[src/rtl/uart_rx_sequencer.sv]
// UART receiver with per-frame latched configuration, MSB-first data, optional parity,
// 1/2 stop bits, a 4-entry receive FIFO, RTS flow control and sticky error flags.
module uart_rx_sequencer #(
  parameter int DIV0 = 10416,
  parameter int DIV1 = 5208,
  parameter int DIV2 = 2604,
  parameter int DIV3 = 868
) (
  input  logic       Clock,
  input  logic       Reset,
  input  logic       RX,
  input  logic [7:0] MODE,
  input  logic       RD_EN,
  input  logic       CLR_ERR,
  output logic [7:0] DATA_OUT,
  output logic       DATA_VALID,
  output logic       RTS,
  output logic       PARITY_ERR,
  output logic       FRAME_ERR,
  output logic       OVERRUN
);

  typedef enum logic [2:0] {IDLE, START, DATA, PARITY, STOP1, STOP2} state_t;

  localparam logic [15:0] D0 = 16'(DIV0);
  localparam logic [15:0] D1 = 16'(DIV1);
  localparam logic [15:0] D2 = 16'(DIV2);
  localparam logic [15:0] D3 = 16'(DIV3);

  function automatic logic [15:0] div_sel(input logic [1:0] s);
    case (s)
      2'd0:    return D0;
      2'd1:    return D1;
      2'd2:    return D2;
      default: return D3;
    endcase
  endfunction

  logic        rx_meta_q, rxs_q;
  state_t      state_q;
  logic [15:0] cnt_q, div_q;
  logic [2:0]  bit_q;
  logic [7:0]  shreg_q;
  logic        par_q, pe_q, fe_q;
  logic        par_en_q, par_odd_q, one_stop_q;
  logic        push_q, set_pe_q, set_fe_q;
  logic        fe_now;
  logic        unused_mode;

  assign fe_now      = fe_q | ~rxs_q;
  assign unused_mode = ^MODE[4:2];

  always_ff @(posedge Clock) begin
    if (Reset) begin
      rx_meta_q  <= 1'b1;
      rxs_q      <= 1'b1;
      state_q    <= IDLE;
      cnt_q      <= '0;
      div_q      <= '0;
      bit_q      <= '0;
      shreg_q    <= '0;
      par_q      <= 1'b0;
      pe_q       <= 1'b0;
      fe_q       <= 1'b0;
      par_en_q   <= 1'b0;
      par_odd_q  <= 1'b0;
      one_stop_q <= 1'b0;
      push_q     <= 1'b0;
      set_pe_q   <= 1'b0;
      set_fe_q   <= 1'b0;
    end else begin
      rx_meta_q <= RX;
      rxs_q     <= rx_meta_q;
      push_q    <= 1'b0;
      set_pe_q  <= 1'b0;
      set_fe_q  <= 1'b0;
      case (state_q)
        IDLE: if (!rxs_q) begin
          par_en_q   <= MODE[0];
          par_odd_q  <= MODE[1];
          one_stop_q <= MODE[5];
          div_q      <= div_sel(MODE[7:6]);
          // first sample lands mid start bit: floor(DIV/2) clocks from here
          cnt_q      <= (div_sel(MODE[7:6]) >> 1) - 16'd1;
          bit_q      <= '0;
          par_q      <= 1'b0;
          pe_q       <= 1'b0;
          fe_q       <= 1'b0;
          state_q    <= START;
        end
        START: begin
          if (cnt_q != '0) cnt_q <= cnt_q - 16'd1;
          else if (rxs_q) state_q <= IDLE;
          else begin
            cnt_q   <= div_q - 16'd1;
            state_q <= DATA;
          end
        end
        default: begin
          if (cnt_q != '0) cnt_q <= cnt_q - 16'd1;
          else begin
            cnt_q <= div_q - 16'd1;
            case (state_q)
              DATA: begin
                shreg_q <= {shreg_q[6:0], rxs_q};
                par_q   <= par_q ^ rxs_q;
                bit_q   <= bit_q + 3'd1;
                if (bit_q == 3'd7) state_q <= par_en_q ? PARITY : STOP1;
              end
              PARITY: begin
                pe_q    <= par_q ^ rxs_q ^ par_odd_q;
                state_q <= STOP1;
              end
              STOP1: begin
                if (one_stop_q) begin
                  push_q   <= ~(pe_q | fe_now);
                  set_pe_q <= pe_q;
                  set_fe_q <= fe_now;
                  state_q  <= IDLE;
                end else begin
                  fe_q    <= fe_now;
                  state_q <= STOP2;
                end
              end
              default: begin
                push_q   <= ~(pe_q | fe_now);
                set_pe_q <= pe_q;
                set_fe_q <= fe_now;
                state_q  <= IDLE;
              end
            endcase
          end
        end
      endcase
    end
  end

  // Receive FIFO; a write pulse arriving while full only lands if RD_EN frees a slot.
  logic [3:0][7:0] mem_q;
  logic [1:0]      wptr_q, rptr_q;
  logic [2:0]      fcnt_q, fcnt_d;
  logic [7:0]      hold_q;
  logic            rts_q, pe_flag_q, fe_flag_q, ov_flag_q;
  logic            do_pop, do_push, full;

  assign full    = (fcnt_q == 3'd4);
  assign do_pop  = RD_EN && (fcnt_q != 3'd0);
  assign do_push = push_q && (!full || do_pop);
  assign fcnt_d  = fcnt_q + {2'b0, do_push} - {2'b0, do_pop};

  always_ff @(posedge Clock) begin
    if (Reset) begin
      wptr_q    <= '0;
      rptr_q    <= '0;
      fcnt_q    <= '0;
      hold_q    <= '0;
      rts_q     <= 1'b1;
      pe_flag_q <= 1'b0;
      fe_flag_q <= 1'b0;
      ov_flag_q <= 1'b0;
    end else begin
      if (do_push) begin
        mem_q[wptr_q] <= shreg_q;
        wptr_q        <= wptr_q + 2'd1;
      end
      if (do_pop) rptr_q <= rptr_q + 2'd1;
      fcnt_q <= fcnt_d;
      if (fcnt_q != 3'd0) hold_q <= mem_q[rptr_q];
      rts_q     <= (fcnt_q <= 3'd2);
      pe_flag_q <= set_pe_q | (pe_flag_q & ~CLR_ERR);
      fe_flag_q <= set_fe_q | (fe_flag_q & ~CLR_ERR);
      ov_flag_q <= (push_q & full & ~RD_EN) | (ov_flag_q & ~CLR_ERR);
    end
  end

  assign DATA_VALID = (fcnt_q != 3'd0);
  assign DATA_OUT   = DATA_VALID ? mem_q[rptr_q] : hold_q;
  assign RTS        = rts_q;
  assign PARITY_ERR = pe_flag_q;
  assign FRAME_ERR  = fe_flag_q;
  assign OVERRUN    = ov_flag_q;

endmodule
[config.mk]
export PLATFORM = sky130hd
export DESIGN_NAME = uart_rx_sequencer
export DESIGN_NICKNAME = d
export VERILOG_FILES = /design/src/rtl/uart_rx_sequencer.sv
export SDC_FILE = /design/constraint.sdc
export NUM_CORES = 1
export LEC_CHECK = 0
export CELL_PAD_IN_SITES_DETAIL_PLACEMENT = 1
export CELL_PAD_IN_SITES_GLOBAL_PLACEMENT = 2
export CORE_MARGIN = 1.5
export CORE_UTILIZATION = 42
export CTS_CLUSTER_DIAMETER = 60
export DETAILED_ROUTE_END_ITERATION = 12
export PLACE_DENSITY_LB_ADDON = 0.05
export RECOVER_POWER = 50
export SYNTH_ARGS = -nofsm -noshare
export SYNTH_HDL_FRONTEND = slang
export SYNTH_SLANG_ARGS = --single-unit
[constraint.sdc]
create_clock -name Clock -period 8.2 [get_ports Clock]
set_input_delay 1.64 -clock Clock [delete_from_list [all_inputs] [get_ports Clock]]
set_output_delay 1.64 -clock Clock [all_outputs]
set_load 0.05 [all_outputs]
[Word-level counts from Yosys, hierarchy flattened]
Cells that the tools add are included.
Storage, ports and cells
  register bits: 108
  input bits: 13
  word-level logic and storage cells: 142
Cells by class
  $lt $le $gt $ge: 4
  muxes and demuxes: 45
  reduce and logical (&&, ||, !) cells: 23
  equal/unequal tests: 14
  add/sub/neg operators: 8
  bitwise logic cells: 20
Operator list (count)
  2-to-1 mux 16 bit: 7
  case mux 14 bit (3 select lines): 1
  bitwise mux 32 bit: 1
  case mux 16 bit (2 select lines): 1
  subtractor 16 x 1 -> 16 bit (second input constant): 2
  2-to-1 mux 3 bit: 9
  2-to-1 mux 8 bit: 3
  binary-select mux 8 bit (select 2 bit): 1
  demux 8 bit (select 2 bit): 1
  nonzero test 16 bit: 1
  subtractor 15 x 1 -> 16 bit (second input constant): 1
  case mux 1 bit (2 select lines): 6
  case mux 3 bit (2 select lines): 2
  AND reduction 4 bit: 3
  2-to-1 mux 1 bit: 11
  equality test 3 bit (second input constant): 3
  case mux 3 bit (3 select lines): 1
  inverter 1 bit: 8
  equality test 3 x 2 -> 1 bit (second input constant): 2
  < comparator 2 x 3 -> 1 bit (second input constant): 2
  AND reduction 2 bit: 3
  nonzero test 2 bit: 3
  AND 1 bit: 5
  bitwise OR 1 bit: 5
  25 further kinds: 32

[Logic depth before layout (Yosys ltp)]
  depth in word-level cells: 8
  mapped depth: 11
  mapped depth without buffers: 9

[Worst setup path before layout]
Ideal clock, no wire load.
  path kind: register -> output
  from: reg rptr_q[0]
  to: out DATA_OUT[0]
  arrival time: 1.722 ns
  buffers on the path: 1
  setup slack: 4.838 ns
  data required time: 6.560 ns
  stages on the path, launching flop included: 4
  path through: dfxtp_1 clkbuf_1 mux4_2 mux2_2
Between the ends
  cells in the longest elaborated chain, start to end: 3
RTL lines
  from (decl): line 140  | logic [1:0] wptr_q, rptr_q;
  from (signal assigned): line 166  | if (do_pop) rptr_q <= rptr_q + 2'd1;
  binary-select mux 8 bit (select 2 bit): line 177  | assign DATA_OUT = DATA_VALID ? mem_q[rptr_q] : hold_q;
  2-to-1 mux 8 bit (implied by the code): line 177
  2-to-1 mux 8 bit
  to (decl): line 15  | output logic [7:0] DATA_OUT,
No other way between the ends. The select of a mux whose other input is x is not followed.

[Final worst setup path]
  from: in Reset
  to: reg mem_q[15] (netlist name) (enable)
Between the ends
  cells in the longest elaborated chain, start to end: 2
RTL lines
  from (decl): line 10  | input logic Reset,
  inverter 1 bit (no line)
  AND reduction 2 bit (no line)
  to (signal, indexed assignment): line 163  | mem_q[wptr_q] <= shreg_q;
  to (decl): line 139  | logic [3:0][7:0] mem_q;
No other way between the ends.
A chain may end at the register's enable or synchronous reset.

==> out/summary.md <==
The flow ran to the end, but the final reports show violations. The final reports fail on max-capacitance violations, max-slew violations. The number of gates resized after cts was 0. The required time at the endpoint of the critical path is 8.23 ns, and the peak per-stage delay on the critical path is 2.30 ns.

The logs give 71 for the total count of max-transition violations in the final report and 0 for the post-CTS setup buffer count. At the end of the flow the core is filled with cells to 47.6%. Synthesis inferred 101 register bits. After the first detailed-routing iteration, the DRC count stood at 221.

The average instance area after synthesis was 10.1 µm². The library cell used most frequently in the layout, excluding fill and tap cells, is dfxtp_1. Synthesis produced a netlist whose cell count is 464. After detailed routing, the number of remaining DRC violations is 0. The sum of buffers and inverters on the critical path was 2. Clock-pin slew was measured on the worst setup and hold paths at 0.10 ns. Flip-flop cell with the highest count after synthesis: dfxtp_1. STA classifies the critical path endpoint as a flop.

TritonCTS built the clock tree. Setup total negative slack on the finished layout was measured at 0 ns. Entering global routing, the biggest net connects 71 pins. The count of cells along the worst hold path is 1, and the slack of the worst reg-to-reg path is 4.52 ns. STA classifies the critical path startpoint as a primary input. The tools report the unique cell type count in the Yosys netlist as 59. After detailed routing, the number of vias per cell comes to 5.57.

The clock passes through at most 2 buffers. The design draws 1.43 mW. Average wire per standard cell: 17.9 µm. The maximum operating frequency is 0.204 GHz. The number of fill cells is 1215. The netlist area before placement is 4690 µm², and the area share of the largest cell type after synthesis is 29.5%. In the finished design, the share of the clock period the worst path needs comes to 59.7%. Buffers placed on the I/O ports in this run total 22. Buffers inserted during clock tree synthesis total 9. The chip height was 109 µm; the number of hold-repair buffers added at the cts stage was 0.

The library cell occupying the most area in the post-synthesis netlist is dfxtp_1. The run gives -118% as the relative max-transition margin. Setup repair after global routing left no endpoint under its margin. The tools report the total setup violations reported at the end of the flow as 0. The count of TritonRoute iterations in the first routing pass came out at 4. Root buffer cell: clkbuf_8. The number of flops mapped to enable cells by yosys is 32, and the initial antenna violation count is 0. The via count of the first global-routing pass was 3388; the power per cell area was 276 nW/µm². The post-route clock skew is 0.0176 ns, and the wire length of the first global-routing pass is 17.9 mm. The floorplan step defined a core boundary enclosing 10800 µm².

The logs give 101 for the sink count of the clock tree and 26 for the number of top-level design ports. The H-tree was split into 3 levels. The area growth from synthesis to layout works out to 10.2%. The minimum clock period was 4.89 ns. The net count after synthesis is 495, and the number of cell instances on the worst register-to-register path is 8. The proportion of synthesized chip area in sequential cells was 50.0%. Destination of the worst register-to-register timing path: cnt_q[11]. The total wire length was 11.1 mm; the final net count was 503. The tools report the leakage power total as 1.81 nW. The fraction of registers with async set/reset is 0%, and the number of synthesis warnings is 0. The slew at the pin closest to its max-slew limit is 3.27 ns, and the final estimated routing congestion in global placement is 0.827. The slowest cell on the critical path was clkbuf_1.

The most critical setup path has its startpoint at Reset. Following the worst setup path forward leads to its endpoint at mem_q[15]. For this configuration, the core starts out at a cell density of 43.2%.

The class of the worst hold path is reg2reg. The die is 109 µm wide. In this run the remaining antenna-violating nets after routing total 0. The count of final hold-check violations came out at 0.

Detailed routing inserted a total of 3437 vias. The maximum net fanout on the critical path is 70. Max-capacitance violation count: 1. Leaving out fill and tap cells, the most frequent cells in the layout are dfxtp_1 (69), a21oi_1 (45), nand2_1 (40). The critical path's top delay family was buffers and inverters. Traced cell by cell, the critical path runs through buf_2 -> clkbuf_1 -> nor2_1 -> and2_0. Global routing used 20.3% of the available tracks across all layers. The critical path is of the in2reg type. The start of the worst register-to-register path is cnt_q[0]. Data arrives at the worst endpoint at 4.92 ns. For the die area, the log shows 11800 µm². The total half-perimeter wirelength after legalization and detailed placement is 7.60 mm. The number of antenna cells inserted came out at 0. For the worst-skew pair, the clock arrives at the later sink with an insertion delay of 0.38 ns. The post-route netlist has 10.5% of its cells at a drive strength greater than 1. VDD sags by at most 0.219 mV.

The floorplan has 38 rows. After synthesis, the cell types taking the most area are dfxtp_1 (29%), edfxtp_1 (21%), a21oi_1 (4.8%). The critical path crosses 4 cells after its start point. The remaining global-route overflow came out at 0.
stage by stage:
stage          setup slack, ns  area (µm²)  hold slack (ns)  std cells
2_1_floorplan             4.84        4690            0.389        464
3_3_place_gp              4.22        4990            0.395        601
3_5_place_dp              4.19        4990            0.399        601
4_1_cts                   3.77        5170            0.424        617
5_1_grt                   2.99        5160            0.444        617
6_report                  3.31        5160            0.419        617
cells in the mapped netlist, types with 2 or more instances:
cell type,instances
buf_2,5
or3b_2,2
nor4_1,6
mux4_2,8
and2_1,6
or3_1,8
a21boi_0,4
or4_1,5
dfxtp_1,69
edfxtp_1,32
nand3b_1,2
mux2i_1,2
xnor2_1,10
xor2_1,7
clkbuf_1,21
nand4b_1,4
nor3_1,14
nand3_1,10
a211oi_1,8
nand2_1,40
mux2_2,9
a31oi_1,6
nor2b_1,11
inv_1,18
o21ai_0,12
o22ai_1,8
nand4_1,3
nor4b_1,2
nand2b_1,5
or2_2,3
ha_1,17
a21oi_1,45
nor2_1,35
o21a_1,2
sequential cells by signal, summed over array words and instances (netlist names), 2 cells and up:
name	flops
shreg_q	8
rptr_q	2
wptr_q	2
div_q	9
state_q	3
mem_q	32
fcnt_q	3
bit_q	3
hold_q	8
cnt_q	16
worst reg2reg max path, delay by kind of cell, from the launching register on:
family | cells | cell delay (ns)
flip-flops | 1 | 0.32
adder cells (fa/ha/maj) | 1 | 0.43
buffers and inverters | 2 | 0.43
AO/OA/AOI/OAI | 2 | 0.66
AND/OR/NAND/NOR | 3 | 1.57
cell type report:
class                           instances  area, µm²  area share (%)
Inverter                               18       67.6            1.31
Sequential cell                       101       2340            45.3
Clock buffer                           10        128            2.47
Clock inverter                          6       46.3           0.896
Multi-Input combinational cell        317       2170            42.1
Tap cell                              140        175            3.39
Timing Repair Buffer                   25        234            4.53
per-layer routing:
metal	track usage, %	wire length [µm]	vias up	share of wire [%]
met5	0	0	-	0
met4	5.83	125	0	1.1
met3	4.36	442	8	4.0
met2	30.0	4860	55	44
met1	29.8	5630	1688	51
li1	-	-	1686	-
how the worst min path moves through the flow:
stage / startpoint / endpoint / slack (ns)
final: rx_meta_q / rxs_q / 0.42
after global routing: rx_meta_q / rxs_q / 0.44
after CTS: rx_meta_q / rxs_q / 0.42
after detailed placement: rx_meta_q / rxs_q / 0.40
after global placement: rx_meta_q / rxs_q / 0.39
after floorplan: rx_meta_q / rxs_q / 0.39
kinds of logic (layout without fill, tap and decap cells):
group | Yosys count | after routing | share of synthesized area, %
simple gates | 161 | 161 | 17.9
compound gates | 102 | 102 | 13.6
flops | 101 | 101 | 50.0
buf+inv | 46 | 59 | 3.98
mux | 19 | 19 | 6.44
fa+ha+maj | 18 | 18 | 4.97
xor+xnor | 17 | 17 | 3.18
power by group:
part	total, mW	leakage, nW	switching, mW	internal, mW
clock network	0.294	0.0833	0.181	0.113
registers	0.590	0.858	0.0406	0.549
logic	0.544	0.869	0.321	0.222
total	1.43	1.81	0.543	0.884
No activity file was read; power rests on OpenSTA's default activity.
